--- src/rtl/irq_aggregator.sv ---
// ---------------------------------------------------------------------------
// irq_aggregator
//
// Collects N_SRC asynchronous interrupt sources, synchronises them, latches
// level- or rising-edge-triggered requests per channel and presents a single
// fixed-priority machine-external interrupt (meip) to the core. Service uses a
// claim/complete handshake: the core acknowledge claims the highest-priority
// eligible channel (lowest index) and the handler-complete pulse ends service.
//
// Parameters
//   N_SRC        number of interrupt sources (1..32)
//   SYNC_STAGES  synchroniser depth per source (>= 2)
//   ID_W         width of the claim ID ($clog2(N_SRC), minimum 1)
//
// Ports
//   clk_i          in   1      system clock, rising edge
//   reset_i        in   1      asynchronous, active-low reset
//   irq_src_i      in   N_SRC  raw interrupt sources (asynchronous)
//   irq_mask_i     in   N_SRC  1 = channel eligible for arbitration
//   irq_edge_i     in   N_SRC  1 = rising-edge mode, 0 = level mode
//   irq_ack_i      in   1      core acknowledge pulse, claims the winner
//   irq_done_i     in   1      handler-complete pulse, ends service
//   meip_o         out  1      machine-external interrupt request to the core
//   claim_valid_o  out  1      claim_id_o holds the channel in service
//   claim_id_o     out  ID_W   channel being serviced (holds after done)
//   pending_o      out  N_SRC  raw pending register
//   irq_lat_o      out  16     (IRQ_LATENCY_EN only) cycles from meip_o rise
//                              to the acknowledge, saturating at 16'hFFFF
//
// Optional feature: define IRQ_LATENCY_EN to add the request-latency counter
// and the irq_lat_o port.
// ---------------------------------------------------------------------------
module irq_aggregator #(
   parameter int N_SRC       = 8,
   parameter int SYNC_STAGES = 2,
   parameter int ID_W        = (N_SRC > 1) ? $clog2(N_SRC) : 1
) (
   input  logic             clk_i,
   input  logic             reset_i,
   input  logic [N_SRC-1:0] irq_src_i,
   input  logic [N_SRC-1:0] irq_mask_i,
   input  logic [N_SRC-1:0] irq_edge_i,
   input  logic             irq_ack_i,
   input  logic             irq_done_i,
   output logic             meip_o,
   output logic             claim_valid_o,
   output logic [ID_W-1:0]  claim_id_o,
   output logic [N_SRC-1:0] pending_o
`ifdef IRQ_LATENCY_EN
   ,
   output logic [15:0]      irq_lat_o
`endif
);

   typedef enum logic [1:0] {
      IDLE    = 2'd0,
      REQ     = 2'd1,
      SERVICE = 2'd2
   } state_t;

   state_t state_q, state_nxt;

   // Synchroniser chain: index 0 captures the raw pins, the last stage is the
   // clean synchronised level s.
   logic [SYNC_STAGES-1:0][N_SRC-1:0] sync_q;
   logic [N_SRC-1:0] s, s_d_q, rise;
   logic [N_SRC-1:0] pend_q, pend_set, pend_clr, elig;
   logic [ID_W-1:0]  winner;
   logic             any_elig, claim_take, done_take;

   assign s    = sync_q[SYNC_STAGES-1];
   assign rise = s & ~s_d_q;

   // NOTE: sequential state uses non-blocking (<=) so every flop samples the
   // pre-edge value of its neighbours; blocking here would collapse the
   // synchroniser chain into a single stage.
   always_ff @(posedge clk_i or negedge reset_i) begin
      if (!reset_i) begin
         sync_q <= '0;
         s_d_q  <= '0;
      end else begin
         sync_q <= {sync_q[SYNC_STAGES-2:0], irq_src_i};
         s_d_q  <= s;
      end
   end

   // Edge-mode channels set on a synchronised rising edge, level-mode
   // channels set every cycle the synchronised source is high.
   assign pend_set = (irq_edge_i & rise) | (~irq_edge_i & s);
   assign elig     = pend_q & irq_mask_i;
   assign any_elig = |elig;

   // Fixed priority: scan downwards so the lowest eligible index wins.
   always_comb begin
      winner = '0;
      for (int i = N_SRC - 1; i >= 0; i--) begin
         if (elig[i]) winner = ID_W'(i);
      end
   end

   // A claim needs something eligible to hand out; an ack that races with
   // the last eligible channel being masked off is treated as no claim.
   assign claim_take = (state_q == REQ) && any_elig && irq_ack_i;
   assign done_take  = (state_q == SERVICE) && irq_done_i;

   always_comb begin
      pend_clr = '0;
      if (claim_take) pend_clr[winner] = 1'b1;
   end

   // Set is ORed in after the clear so a same-cycle re-trigger is not lost.
   always_ff @(posedge clk_i or negedge reset_i) begin
      if (!reset_i) pend_q <= '0;
      else          pend_q <= (pend_q & ~pend_clr) | pend_set;
   end

   always_ff @(posedge clk_i or negedge reset_i) begin
      if (!reset_i) state_q <= IDLE;
      else          state_q <= state_nxt;
   end

   // NOTE: next-state is defaulted to the current state before the case so
   // no path leaves it unassigned, which would otherwise infer a latch.
   always_comb begin
      state_nxt = state_q;
      case (state_q)
         IDLE:    if (any_elig) state_nxt = REQ;
         REQ: begin
            if (!any_elig)       state_nxt = IDLE;
            else if (irq_ack_i)  state_nxt = SERVICE;
         end
         SERVICE: if (irq_done_i) state_nxt = IDLE;
         default: state_nxt = IDLE;
      endcase
   end

   // claim_id holds its last value after done so software can still read it.
   always_ff @(posedge clk_i or negedge reset_i) begin
      if (!reset_i)        claim_id_o <= '0;
      else if (claim_take) claim_id_o <= winner;
   end

   assign meip_o        = (state_q == REQ);
   assign claim_valid_o = (state_q == SERVICE);
   assign pending_o     = pend_q;

`ifdef IRQ_LATENCY_EN
   // lat_cnt_q counts edges spent in REQ; the value reported at the ack edge
   // includes that edge, so an ack sampled k edges after meip_o rose reads k.
   logic [15:0] lat_cnt_q, lat_inc;

   assign lat_inc = (lat_cnt_q == 16'hFFFF) ? 16'hFFFF : lat_cnt_q + 16'd1;

   always_ff @(posedge clk_i or negedge reset_i) begin
      if (!reset_i) begin
         lat_cnt_q <= '0;
         irq_lat_o <= '0;
      end else begin
         if (state_q != REQ && state_nxt == REQ) lat_cnt_q <= '0;
         else if (state_q == REQ)                lat_cnt_q <= lat_inc;
         if (claim_take) irq_lat_o <= lat_inc;
      end
   end
`endif

endmodule
--- config.mk ---
export PLATFORM = sky130hd
export DESIGN_NAME = irq_aggregator
export DESIGN_NICKNAME = d
export VERILOG_FILES = /design/src/rtl/irq_aggregator.sv
export SDC_FILE = /design/constraint.sdc
export NUM_CORES = 1
export LEC_CHECK = 0
export ABC_AREA = 1
export BUFFER_PORTS_ARGS = -buffer_cell sky130_fd_sc_hd__clkbuf_2
export CAP_MARGIN = 15
export CORE_MARGIN = 10
export CORE_UTILIZATION = 45
export CTS_CLUSTER_DIAMETER = 120
export DETAILED_ROUTE_END_ITERATION = 10
export PLACE_DENSITY_LB_ADDON = 0.08
export SETUP_SLACK_MARGIN = 0.02
export SLEW_MARGIN = 15
export SYNTH_ARGS = -nofsm -noshare
export SYNTH_HDL_FRONTEND = slang
export SYNTH_SLANG_ARGS = --single-unit
--- constraint.sdc ---
create_clock -name clk_i -period 1.2 [get_ports clk_i]
set_clock_uncertainty 0.15 [all_clocks]
set_input_delay 0.12 -clock clk_i [delete_from_list [all_inputs] [get_ports clk_i]]
set_output_delay 0.12 -clock clk_i [all_outputs]
set_load 0.01 [all_outputs]
# Word-level counts from Yosys, hierarchy flattened
# Index checks and enable logic that the tools add are counted.
dict set report word_totals {
  register_bits 37
  input_bits 28
  output_inout_bits 13
  word_cells 45
}
dict set report op_classes {
  magnitude_cmp 2
  eq_ne 5
  muxes 16
  bitwise_logic 10
  reduce_logical 6
}
# op n
set ops {}
lappend ops {{$and 8x8->8} 5}
lappend ops {{$mux 3} 8}
lappend ops {{$not 8->8} 3}
lappend ops {{$or 8x8->8} 2}
lappend ops {{$mux 2} 4}
lappend ops {{$mux 8} 1}
lappend ops {{$reduce_or 8->1} 1}
lappend ops {{$pmux 2 s3} 1}
lappend ops {{$lt 3x4->1 const B} 1}
lappend ops {{$ne 2x2->1 const B} 2}
lappend ops {{$demux 1 s3} 1}
lappend ops {{$ge 3x1->1 const B} 1}
lappend ops {{$logic_and 1x1->1} 3}
lappend ops {{$ne 3x3->1 const B} 1}
lappend ops {{$reduce_and 3->1} 1}
lappend ops {{$eq 2x1->1 const B} 1}
lappend ops {{$eq 2x2->1 const B} 1}
lappend ops {{$logic_not 2->1} 1}
lappend ops {{$mux 1} 1}

# Longest topological paths before layout
# Gate-level depths: netlist of run 1.
dict set report logic_depth {
  word_depth 17
  ltp_mapped 12
}

# Worst setup path after synthesis of run 1
# Ideal clock, no wire load.
dict set report synth_timing {
  path_type {register -> register}
  start {register pend_q[5], in the netlist pending_o[5]}
  end {register pend_q[3], in the netlist pending_o[3]}
  arrival_time_ns 1.122
  slack_ns -0.189
  stages_incl_launch_ff 11
  path_buffers 0
  path_cell_list {dfrtp_1 -> nand2_2 -> nand2_2 -> inv_2 -> nand2_1 -> nand2_1 -> nand2_1 -> nor2_2 -> nand4_1 -> nand2_1 -> nand2_1}
}
dict set report synth_between {
  elab_chain_cells 15
  elab_cells_between_ends 19
  classes_between {order compare: 2; mux: 9; bitwise: 4; reduce/logical: 4}
}
# item line_no
set synth_lines {}
lappend synth_lines {{start: declaration} 67} ;# logic [N_SRC-1:0] pend_q, pend_set, pend_clr, elig;
lappend synth_lines {{start signal: assignment} 114} ;# else pend_q <= (pend_q & ~pend_clr) | pend_set;
lappend synth_lines {{$and 8x8->8 *} 90} ;# assign elig = pend_q & irq_mask_i;
lappend synth_lines {{$mux 3 (6 in a row)} 97} ;# if (elig[i]) winner = ID_W'(i);
lappend synth_lines {{$lt 3x4->1 (not written as such) or $ge 3x1->1 (tied branches)} 108} ;# if (claim_take) pend_clr[winner] = 1'b1;
lappend synth_lines {{$logic_and 1x1->1 (not written as such)} 108}
lappend synth_lines {{$mux 1 (not written as such)} 108}
lappend synth_lines {{$demux 1 s3} 108}
lappend synth_lines {{$mux 8 *} 108}
lappend synth_lines {{$not 8->8 *} 114}
lappend synth_lines {{$and 8x8->8 *} 114}
lappend synth_lines {{$or 8x8->8 *} 114}
# Mark *: on every way between the ends. The rest lies on a longest branch, timed or not.
# A chain may end at the register's enable or synchronous reset.

# Worst setup path in the final report of run 1
dict set report layout_timing {
  start {register pend_q[6], in the netlist pending_o[6]}
  end {register state_q[1]}
}
dict set report layout_between {
  elab_chain_cells 4
  elab_cells_between_ends 7
  classes_between {eq/ne: 2; mux: 2; bitwise: 1; reduce/logical: 2}
}
# item line_no
set layout_lines {}
lappend layout_lines {{$and 8x8->8 *} 90}
lappend layout_lines {{$reduce_or 8->1 *} 91} ;# assign any_elig = |elig;
lappend layout_lines {{$ne 3x3->1 (no line), or another cell as far along} --}
lappend layout_lines {{$reduce_and 3->1 (no line) or $pmux 2 s3 (tied branches)} --}
lappend layout_lines {{end signal: assignment} 119} ;# else state_q <= state_nxt;
lappend layout_lines {{end: declaration} 61} ;# state_t state_q, state_nxt;
# Marks and branches as above.

==> flow_summary_export.csv, run 1 <==
group,metric,value,unit
timing,max-slew-margin-rel,71.15,%
drt,initialDrtViolationCount,36,
critical_path,r2r_slack,-300,ps
critical_path,worstSetupPathType,"reg -> reg",
placement,dp_hpwl,2.336,mm
die,row_count,20,
logic_synthesis,synth_top_cell_area_share,66.61,%
timing,min_period_over_period,125.0,%
drt,via_count,1199,
timing,highest_clock_frequency_the_design_can_meet,666.7,MHz
min_path,worst_hold_path_type,"in -> async",
power,total_leakage_power,1.197,nW
die,initial_core_util,46.29,%
drt,drt-vias-per-instance,4.647,
status,status,"finished, violations left",
cts,tritoncts,"done",
die,core_area,3003,um^2
cts,clkTransAtPathRegs,120,ps
timing,final_setup_violations,23,
critical_path,timing.critical_path.fanout_max,6,
logic_synthesis,synth.yosys.warnings,0,
grt,first_pass_grt_wire_length,5.637,mm
final_layout,num_antenna_cells,0,
drt,drt_first_pass_iters,4,
final_layout,drive_above_1_share,59.11,%
cts,clk_path_buf_depth,2,
run,cap_violations,0,
placement,detailed_place.area,1792,um^2
critical_path,timing.rr.start,"pending_o[6]",
timing,unrepaired_setup_endpoints_after_global_routing,"true",
drt,wl,3.612,mm
die,io_pins,41,
grt,grt_antenna_before_repair,0,
grt,grt_pass1_vias,1282,
logic_synthesis,synthDistinctLibCells,16,
timing,setup-tns-final,-4717,ps
final_layout,nets,252,
critical_path,cpLargestDelayFamily,"simple AND/OR/NAND/NOR gates",
power,irDropWorstVdd,1007,uV
timing,worst_slack,-299.8,ps
final_layout,area_growth,73.09,%
cts,clkSinkCount,37,
logic_synthesis,syn-cell-area,1390,um^2
placement,globalplace.congestion,0.8974,
critical_path,cp.arrival,1610,ps
critical_path,critical_path_depth,8,
logic_synthesis,ys_seq_elements,37,
critical_path,worst_path_largest_cell_delay,430,ps
cts,clk_tree_root_cell,"clkbuf_4",
drt,antenna_violating_nets_post_route,0,
die,die_height,75.58,um
cts,htree_levels,2,
critical_path,critical_path.most_common_cell,"nand2_2",
die,fp.dieArea,5712,um^2
critical_path,worst_setup_path_end_kind,"register",
logic_synthesis,yosys.area.top_type,"dfrtp_1",
grt,groute.usage.overall,13.27,%
die,floorplan.die.width,75.58,um
placement,port_buffers,40,
cts,insertion_delay,360,ps
grt,grt.overflow.total,0,
final_layout,finish.cell_count_without_fillers,258,
logic_synthesis,synth.net_count,157,
critical_path,setup.worst_path.start_class,"register",
placement,post-place-cells,221,
timing,report.final.slew_viol_count,0,
power,cellPowerDensity,1544,nW/um^2
critical_path,reg_to_reg_end,"state_q[1]",
critical_path,cp_data_required_time,1310,ps
drt,detail_route.drc_violations,0,
critical_path,path_buf_inv,1,
logic_synthesis,ys_top_cells_by_area,"dfrtp_1, nand2_1, nand2_2",
timing,finalCriticalPeriod,1500,ps
logic_synthesis,synth_sequential_area_ratio,66.61,%
timing,timing_hold_violations_final,0,
final_layout,fin_area,2406,um^2
cts,numCtsBuffers,5,
critical_path,cell_with_the_largest_stage_delay_on_the_worst_path,"dfrtp_1",
timing,tightest_slew,432.7,ps
grt,grt_start_max_net_pins,24,
status,violations,"setup timing",
critical_path,reg2regPathDepth,8,
drt,avgRoutedWirePerCell,14.00,um
logic_synthesis,syn-mean-instance-area,10.78,um^2
logic_synthesis,post_synth_inst_count,129,
critical_path,cp_cell_sequence,"nand2_2, nand2_2, nor2_4, nand2_2, nand2_4, nor2_4, inv_4, o31ai_2",
power,fin_total_pwr,3.715,mW
==> cell type report <==
cell class | instances | area (um^2)
Multi-Input combinational cell | 85 | 581.8
Sequential cell | 37 | 927.1
Timing Repair Buffer | 87 | 729.5
Clock inverter | 2 | 37.54
Tap cell | 33 | 41.29
Fill cell | 202 | 596.8
Clock buffer | 6 | 51.30
Inverter | 8 | 37.54
==> per-layer routing <==
metal	part of all wire [%]	track usage (%)	vias up
met5	0	0	-
met4	1.5	4.948	0
met3	6.9	5.729	7
met2	50	21.72	33
met1	41	15.04	561
li1	-	-	598
==> Yosys cell counts <==
library cell,number
o21ai_2,2
inv_2,3
nand2_1,51
a21oi_2,1
nor2_1,3
dfrtp_1,37
nand4_1,4
a221oi_1,1
nor2_8,2
nand2_2,10
nand3_1,4
inv_1,5
nor2_4,1
o31ai_1,1
nor2_2,3
nand2_4,1
==> worst register-to-register path: stages, from the launching register on <==
cell     delay [ps]
dfrtp_1         430
nand2_2         110
nand2_2          80
nor2_4          180
nand2_2          90
nand2_4         110
nor2_4           70
inv_4           110
o31ai_2          70
==> repair_timing <==
item                                   4_1_cts  5_1_grt
endpoints found under the hold margin       55        0
setup endpoints to repair                   23       26
hold buffers                                19        0
setup buffers                                4       10
resized for setup                           24       57
pin swaps                                   10       22
gates cloned                                 1        0
==> kinds of logic after synthesis <==
| group | count (synthesis) | synth area share (%) |
|---|---|---|
| AOI/OAI and AO/OA | 5 | 3.061 |
| buffers and inverters | 8 | 2.160 |
| DFF | 37 | 66.61 |
| and+or+nand+nor | 79 | 28.17 |
==> placed cells by master, fill, tap and decap left out <==
cell / netlist / layout
a221oi_2: 0 / 1
inv_4: 0 / 3
nand2_4: 1 / 8
dlygate4sd3_1: 0 / 19
o21ai_2: 2 / 2
nor2_8: 2 / 2
nand4_1: 4 / 4
buf_8: 0 / 2
clkbuf_4: 0 / 5
buf_4: 0 / 13
nand2_1: 51 / 32
buf_2: 0 / 1
nand2_2: 10 / 22
buf_12: 0 / 1
inv_1: 5 / 1
o31ai_2: 0 / 1
bufinv_16: 0 / 1
clkbuf_8: 0 / 1
inv_2: 3 / 4
buf_6: 0 / 21
clkinvlp_4: 0 / 1
clkbuf_2: 0 / 30
nand3_2: 0 / 4
dfrtp_1: 37 / 36
nor2_2: 3 / 3
a21oi_2: 1 / 1
dfrtp_2: 0 / 1
nor2_4: 1 / 5
==> per-stage QoR <==
step / util (%) / setup WS (ps) / hold WS [ps]
floorplan: - / -159.8 / -325.6
global placement: 59.67 / -282.3 / -80.89
detailed placement: 59.67 / -304.2 / -74.40
CTS: 73.08 / -282.3 / 91.49
global route: 80.13 / -393.3 / 93.04
finish: 80.13 / -299.8 / 73.04
==> flip-flops by register name, summed over array words and instances (netlist names) <==
| name | flops |
|---|---|
| sync_q | 8 |
| claim_id_o | 3 |
| pending_o | 8 |
| s | 8 |
| s_d_q | 8 |
| state_q | 2 |
==> worst max-delay path by stage <==
stage	startpoint	endpoint
finish	pending_o[6]	state_q[1]
global route	pending_o[7]	pending_o[0]
CTS	pending_o[7]	pending_o[2]
detailed placement	pending_o[7]	pending_o[2]
global placement	pending_o[7]	pending_o[0]
floorplan	pending_o[7]	pending_o[0]
==> power breakdown <==
| group | switching [mW] | internal (mW) |
|---|---|---|
| Combinational | 0.655 | 0.660 |
| Sequential | 0.0967 | 1.38 |
| Clock | 0.425 | 0.495 |
Power figures use the tool's default switching activity.
==> run 2, diff against run 1 <==
ABC_AREA = unset   (was 1)
CORE_UTILIZATION = 44   (was 45)
==> flow_summary_export.csv, run 2 <==
group,metric,value,unit
timing,min_period_over_period,147.7,%
critical_path,cp.arrival,1860,ps
logic_synthesis,post-synth-top-count-cell,"dfrtp_1",
power,cellPowerDensity,1623,nW/um^2
final_layout,most-common-layout-cells,"dfrtp_1, clkbuf_2, buf_4, dlygate4sd3_1, buf_6",
grt,grt_pass1_vias,1275,
drt,antenna_violating_nets_post_route,0,
die,die_height,74.51,um
critical_path,timing.critical_path.fanout_max,6,
grt,groute.usage.overall,13.33,%
logic_synthesis,ys_top_cells_by_area,"dfrtp_1, a21boi_0, a21oi_1",
placement,post-place-cells,190,
power,fin_total_pwr,3.722,mW
die,initial_core_util,46.61,%
logic_synthesis,synth-main-ff-cell,"dfrtp_1",
critical_path,cell_with_the_largest_stage_delay_on_the_worst_path,"dfrtp_1",
die,core_area,2805,um^2
critical_path,worst_path_largest_cell_delay,430,ps
final_layout,layout.cells.most_common,"dfrtp_1",
final_layout,fin_area,2293,um^2
status,status,"finished, violations left",
power,irDropWorstVdd,1348,uV
final_layout,finish.cell_count_without_fillers,231,
logic_synthesis,netlist_top_cells_count,"dfrtp_1, a21oi_1, nand2_1",
logic_synthesis,synth_sequential_area_ratio,70.81,%
logic_synthesis,ys_seq_elements,37,
critical_path,worstSetupPathType,"reg -> reg",
critical_path,setup.worst_path.start_class,"register",
timing,final_setup_violations,23,
placement,dp_hpwl,2.271,mm
min_path,worst_hold_path_type,"in -> async",
drt,drt-vias-per-instance,5.065,
timing,report.final.slew_viol_count,0,
grt,grt.overflow.total,0,
final_layout,postLayoutCoreUtil,81.76,%
logic_synthesis,synth_edf_count,0,
critical_path,cp_cell_sequence,"nand2_1, a32o_1, a221o_2, o31a_1",
die,row_count,19,
critical_path,cpLargestDelayFamily,"compound AO/OA/AOI/OAI gates",
timing,highest_clock_frequency_the_design_can_meet,564.3,MHz
die,floorplan.die.width,74.51,um
grt,grt_start_max_net_pins,29,
timing,max-slew-margin-rel,73.81,%
timing,timing_hold_violations_final,0,
drt,drt_first_pass_iters,4,
timing,unrepaired_setup_endpoints_after_global_routing,"true",
status,violations,"setup timing",
critical_path,worst_setup_path_end_kind,"register",
cts,clk_tree_root_cell,"clkbuf_4",
timing,setup-tns-final,-6813,ps
grt,first_pass_grt_wire_length,5.671,mm
final_layout,nets,227,
drt,initialDrtViolationCount,41,
cts,clkTransAtPathRegs,110,ps
die,io_pins,41,
drt,avgRoutedWirePerCell,16.74,um
final_layout,area_growth,75.41,%
cts,tritoncts,"done",
power,total_leakage_power,1.064,nW
cts,insertion_delay,340,ps
placement,detailed_place.area,1723,um^2
critical_path,path_buf_inv,0,
cts,numCtsBuffers,5,
logic_synthesis,synth_top_cell_area_share,70.81,%
placement,port_buffers,40,
logic_synthesis,yosys.area.top_type,"dfrtp_1",
logic_synthesis,synth_async_sr_flop_share,100.0,%
logic_synthesis,synth.yosys.warnings,0,
grt,grt_antenna_before_repair,0,
cts,htree_levels,2,
logic_synthesis,syn-mean-instance-area,13.21,um^2
final_layout,num_antenna_cells,0,
cts,clkSinkCount,37,
final_layout,drive_above_1_share,56.00,%
critical_path,cp_data_required_time,1280,ps
cts,clk_path_buf_depth,2,
drt,via_count,1170,
timing,finalCriticalPeriod,1772,ps
placement,globalplace.congestion,0.8372,
logic_synthesis,synthDistinctLibCells,25,
drt,wl,3.866,mm
logic_synthesis,post_synth_inst_count,99,
run,cap_violations,0,
placement,pre_cts_slack,-509.0,ps
timing,worst_slack,-572.2,ps
timing,tightest_slew,389.3,ps
logic_synthesis,synth.net_count,127,
drt,detail_route.drc_violations,0,
final_layout,fillers,161,
timing,final.hold.worst_slack,33.24,ps
logic_synthesis,syn-cell-area,1308,um^2
die,fp.dieArea,5552,um^2
run 2: changes by cell type after synthesis, moves of 4 or more:
cell,change
a21boi_0,+7
a21oi_1,+9
a22oi_1,+4
nand2_2,-10
nand2_1,-42
a22o_1,+4
inv_1,-4
run 2: final timing paths:
kind	startpoint	end	slack [ps]	cells after the start
min reg2reg	sync_q[0]	s[0]	210	0
max in group asynchronous	reset_i	sync_q[0]	430	3
max	pending_o[6]	pending_o[2]	-570	4
min	reset_i	claim_id_o[1]	30	2
min in group clk_i	irq_edge_i[7]	pending_o[7]	50	4
max reg2reg	pending_o[6]	pending_o[2]	-570	4
run 2: area by class of cell:
| type | count | area, um^2 | share of cell area, % |
|---|---|---|---|
| multi-input combinational | 60 | 459.2 | 20.02 |
| timing repair buffer | 94 | 758.2 | 33.06 |
| clock inverter | 3 | 68.82 | 3.001 |
| sequential | 37 | 927.1 | 40.43 |
| inverter | 1 | 3.754 | 0.1637 |
| tap | 31 | 38.79 | 1.691 |
| clock buffer | 5 | 37.54 | 1.637 |
run 2: cells by family (layout without fill, tap and decap cells):
kind of cell	Yosys count	count (layout)	share of synthesized area, %
DFF	37	37	70.81
buffers and inverters	2	103	0.6692
and+or+nand+nor	24	24	8.613
muxes	1	1	0.8612
AOI/OAI and AO/OA	35	35	19.04
run 2: repair_timing:
| item | in CTS | in global routing |
|---|---|---|
| gates resized for setup | 29 | 27 |
| endpoints found under the hold margin | 52 | 0 |
| hold buffers | 16 | 0 |
| endpoints found under the setup margin | 23 | 25 |
| pin swaps | 6 | 6 |
| setup buffers | 12 | 15 |
run 2: where the power goes:
group          switching, mW  internal [mW]  leakage (nW)
Clock                  0.423          0.656        0.0558
Combinational          0.489          0.664         0.597
Sequential            0.0952           1.40         0.411
Total                   1.01           2.72          1.06
run 2: routing by layer:
metal | vias up | GRT usage, % | share of wire, % | routed length (um)
li1 | 564 | - | - | -
met1 | 560 | 13.96 | 38 | 1454
met2 | 37 | 23.34 | 54 | 2084
met3 | 9 | 4.654 | 6.5 | 253
met4 | 0 | 6.513 | 1.9 | 73
met5 | - | 0 | 0 | 0
==> run 3, diff against run 2 <==
CORE_MARGIN = unset   (was 10)
==> flow_summary_export.csv, run 3 (synthesis gave the netlist of run 2 again) <==
group,metric,value,unit
status,status,"finished, violations left",
status,violations,"setup timing",
critical_path,setup.worst_path.start_class,"register",
critical_path,cp_data_required_time,1300,ps
critical_path,cell_with_the_largest_stage_delay_on_the_worst_path,"a221o_2",
critical_path,reg_to_reg_end,"pending_o[6]",
final_layout,area_growth,68.71,%
placement,port_buffers,40,
timing,timing_hold_violations_final,0,
drt,detail_route.drc_violations,0,
power,cellPowerDensity,1552,nW/um^2
critical_path,reg2regPathDepth,3,
drt,avgRoutedWirePerCell,13.17,um
cts,numCtsBuffers,5,
timing,max-slew-margin-rel,80.41,%
power,total_leakage_power,1.025,nW
drt,drt-vias-per-instance,5.062,
grt,groute.usage.overall,19.90,%
critical_path,worst_setup_path_end_kind,"register",
die,io_pins,41,
timing,worst_slack,-477.9,ps
grt,grt.overflow.total,0,
cts,cts_hold_buf,16,
final_layout,nets,221,
timing,min_period_over_period,139.8,%
critical_path,cp.arrival,1770,ps
timing,unrepaired_setup_endpoints_after_global_routing,"true",
timing,tightest_slew,291.2,ps
drt,antenna_violating_nets_post_route,0,
placement,pre_cts_slack,-526.4,ps
critical_path,r2r_slack,-480,ps
timing,report.final.slew_viol_count,0,
min_path,worst_hold_path_type,"in -> reg",
critical_path,worstSetupPathType,"reg -> reg",
critical_path,worst_path_largest_cell_delay,430,ps
timing,highest_clock_frequency_the_design_can_meet,596.0,MHz
cts,tritoncts,"done",
power,fin_total_pwr,3.423,mW
die,die_height,56.51,um
cts,clk_path_buf_depth,2,
final_layout,drive_above_1_share,51.03,%
min_path,worst_hold_path_stage_count,3,
power,irDropWorstVdd,1506,uV
drt,wl,2.964,mm
drt,via_count,1139,
critical_path,timing.rr.start,"pending_o[7]",
placement,dp_hpwl,1.953,mm
die,core_area,2781,um^2
critical_path,path_buf_inv,0,
critical_path,cpLargestDelayFamily,"compound AO/OA/AOI/OAI gates",
critical_path,setup.worst_path.start,"pending_o[7]",
cts,clk_tree_root_cell,"clkbuf_4",
die,initial_core_util,47.01,%
cts,htree_levels,2,
critical_path,timing.critical_path.fanout_max,7,
final_layout,most-common-layout-cells,"dfrtp_1, clkbuf_2, buf_6, buf_4, dlygate4sd3_1",
final_layout,layout.cells.most_common,"dfrtp_1",
critical_path,cp_cell_sequence,"a32o_1, a221o_2, o32a_1",
die,row_count,19,
final_layout,num_antenna_cells,0,
grt,first_pass_grt_wire_length,4.712,mm
die,fp.dieArea,3193,um^2
timing,final.hold.worst_slack,6.140,ps
min_path,worst_hold_path.endpoint,"pending_o[6]",
die,floorplan.die.width,56.51,um
timing,setup-tns-final,-5893,ps
cts,clkSinkCount,37,
cts,insertion_delay,350,ps
run,cap_violations,0,
final_layout,fillers,165,
min_path,hold_path.startpoint,"irq_edge_i[6]",
placement,detailed_place.area,1738,um^2
drt,drt_first_pass_iters,4,
grt,grt_antenna_before_repair,0,
grt,grt_start_max_net_pins,38,
placement,globalplace.congestion,0.7816,
timing,final_setup_violations,23,
timing,finalCriticalPeriod,1678,ps
grt,grt_pass1_vias,1112,
cts,clkTransAtPathRegs,120,ps
drt,initialDrtViolationCount,36,
final_layout,fin_area,2206,um^2
## run 3: cell count changes in the layout (fill, tap and decap cells not counted), sizes merged
cell,change
buf,-7
clkbuf,+1
clkinv,+1
bufinv,-1
## run 3: final cells by class
| class | instances | area (um^2) | share of cell area, % |
|---|---|---|---|
| tap | 31 | 38.79 | 1.758 |
| multi-input combinational | 60 | 455.4 | 20.65 |
| sequential | 37 | 927.1 | 42.03 |
| timing repair buffer | 88 | 699.4 | 31.71 |
| clock inverter | 3 | 43.79 | 1.985 |
| clock buffer | 5 | 37.54 | 1.702 |
| inverter | 1 | 3.754 | 0.1702 |
## run 3: how the worst max path moves through the flow
stage / endpoint / depth (start not counted)
floorplan: pending_o[6] / 4
global placement: pending_o[6] / 4
detailed placement: pending_o[6] / 4
CTS: pending_o[6] / 3
global route: pending_o[6] / 4
finish: pending_o[6] / 3
## run 3: what timing repair did
| action | in CTS | in global routing |
|---|---|---|
| gates resized for setup | 17 | 29 |
| pin swaps | 2 | 4 |
| hold endpoints to repair | 53 | 1 |
| setup endpoints to repair | 23 | 24 |
| setup buffers | 6 | 5 |
## run 3: per-layer routing
metal  up-vias  global-route usage [%]  routed length [um]
li1        555                       -                   -
met1       552                   23.20                1270
met2        30                   33.61                1553
met3         2                   8.065                 123
met4         0                   5.923                  17
met5         -                       0                   0
## run 3: worst register-to-register path: cells and delay by family (launching register included)
family          cells  cell delay (ps)
flops               1              420
compound gates      3             1000
## run 3: through the flow
stage	instances	utilization, %
floorplan	99	-
global placement	192	62.48
detailed placement	192	62.48
CTS	221	74.40
global route	225	79.31
finish	225	79.31
## run 3: report_power, final
group / total, mW / internal (mW) / leakage [nW] / switching (mW)
combinational: 1.07 / 0.633 / 0.568 / 0.435
clock: 0.867 / 0.442 / 0.0456 / 0.425
sequential: 1.49 / 1.40 / 0.411 / 0.0922
total: 3.42 / 2.47 / 1.02 / 0.952
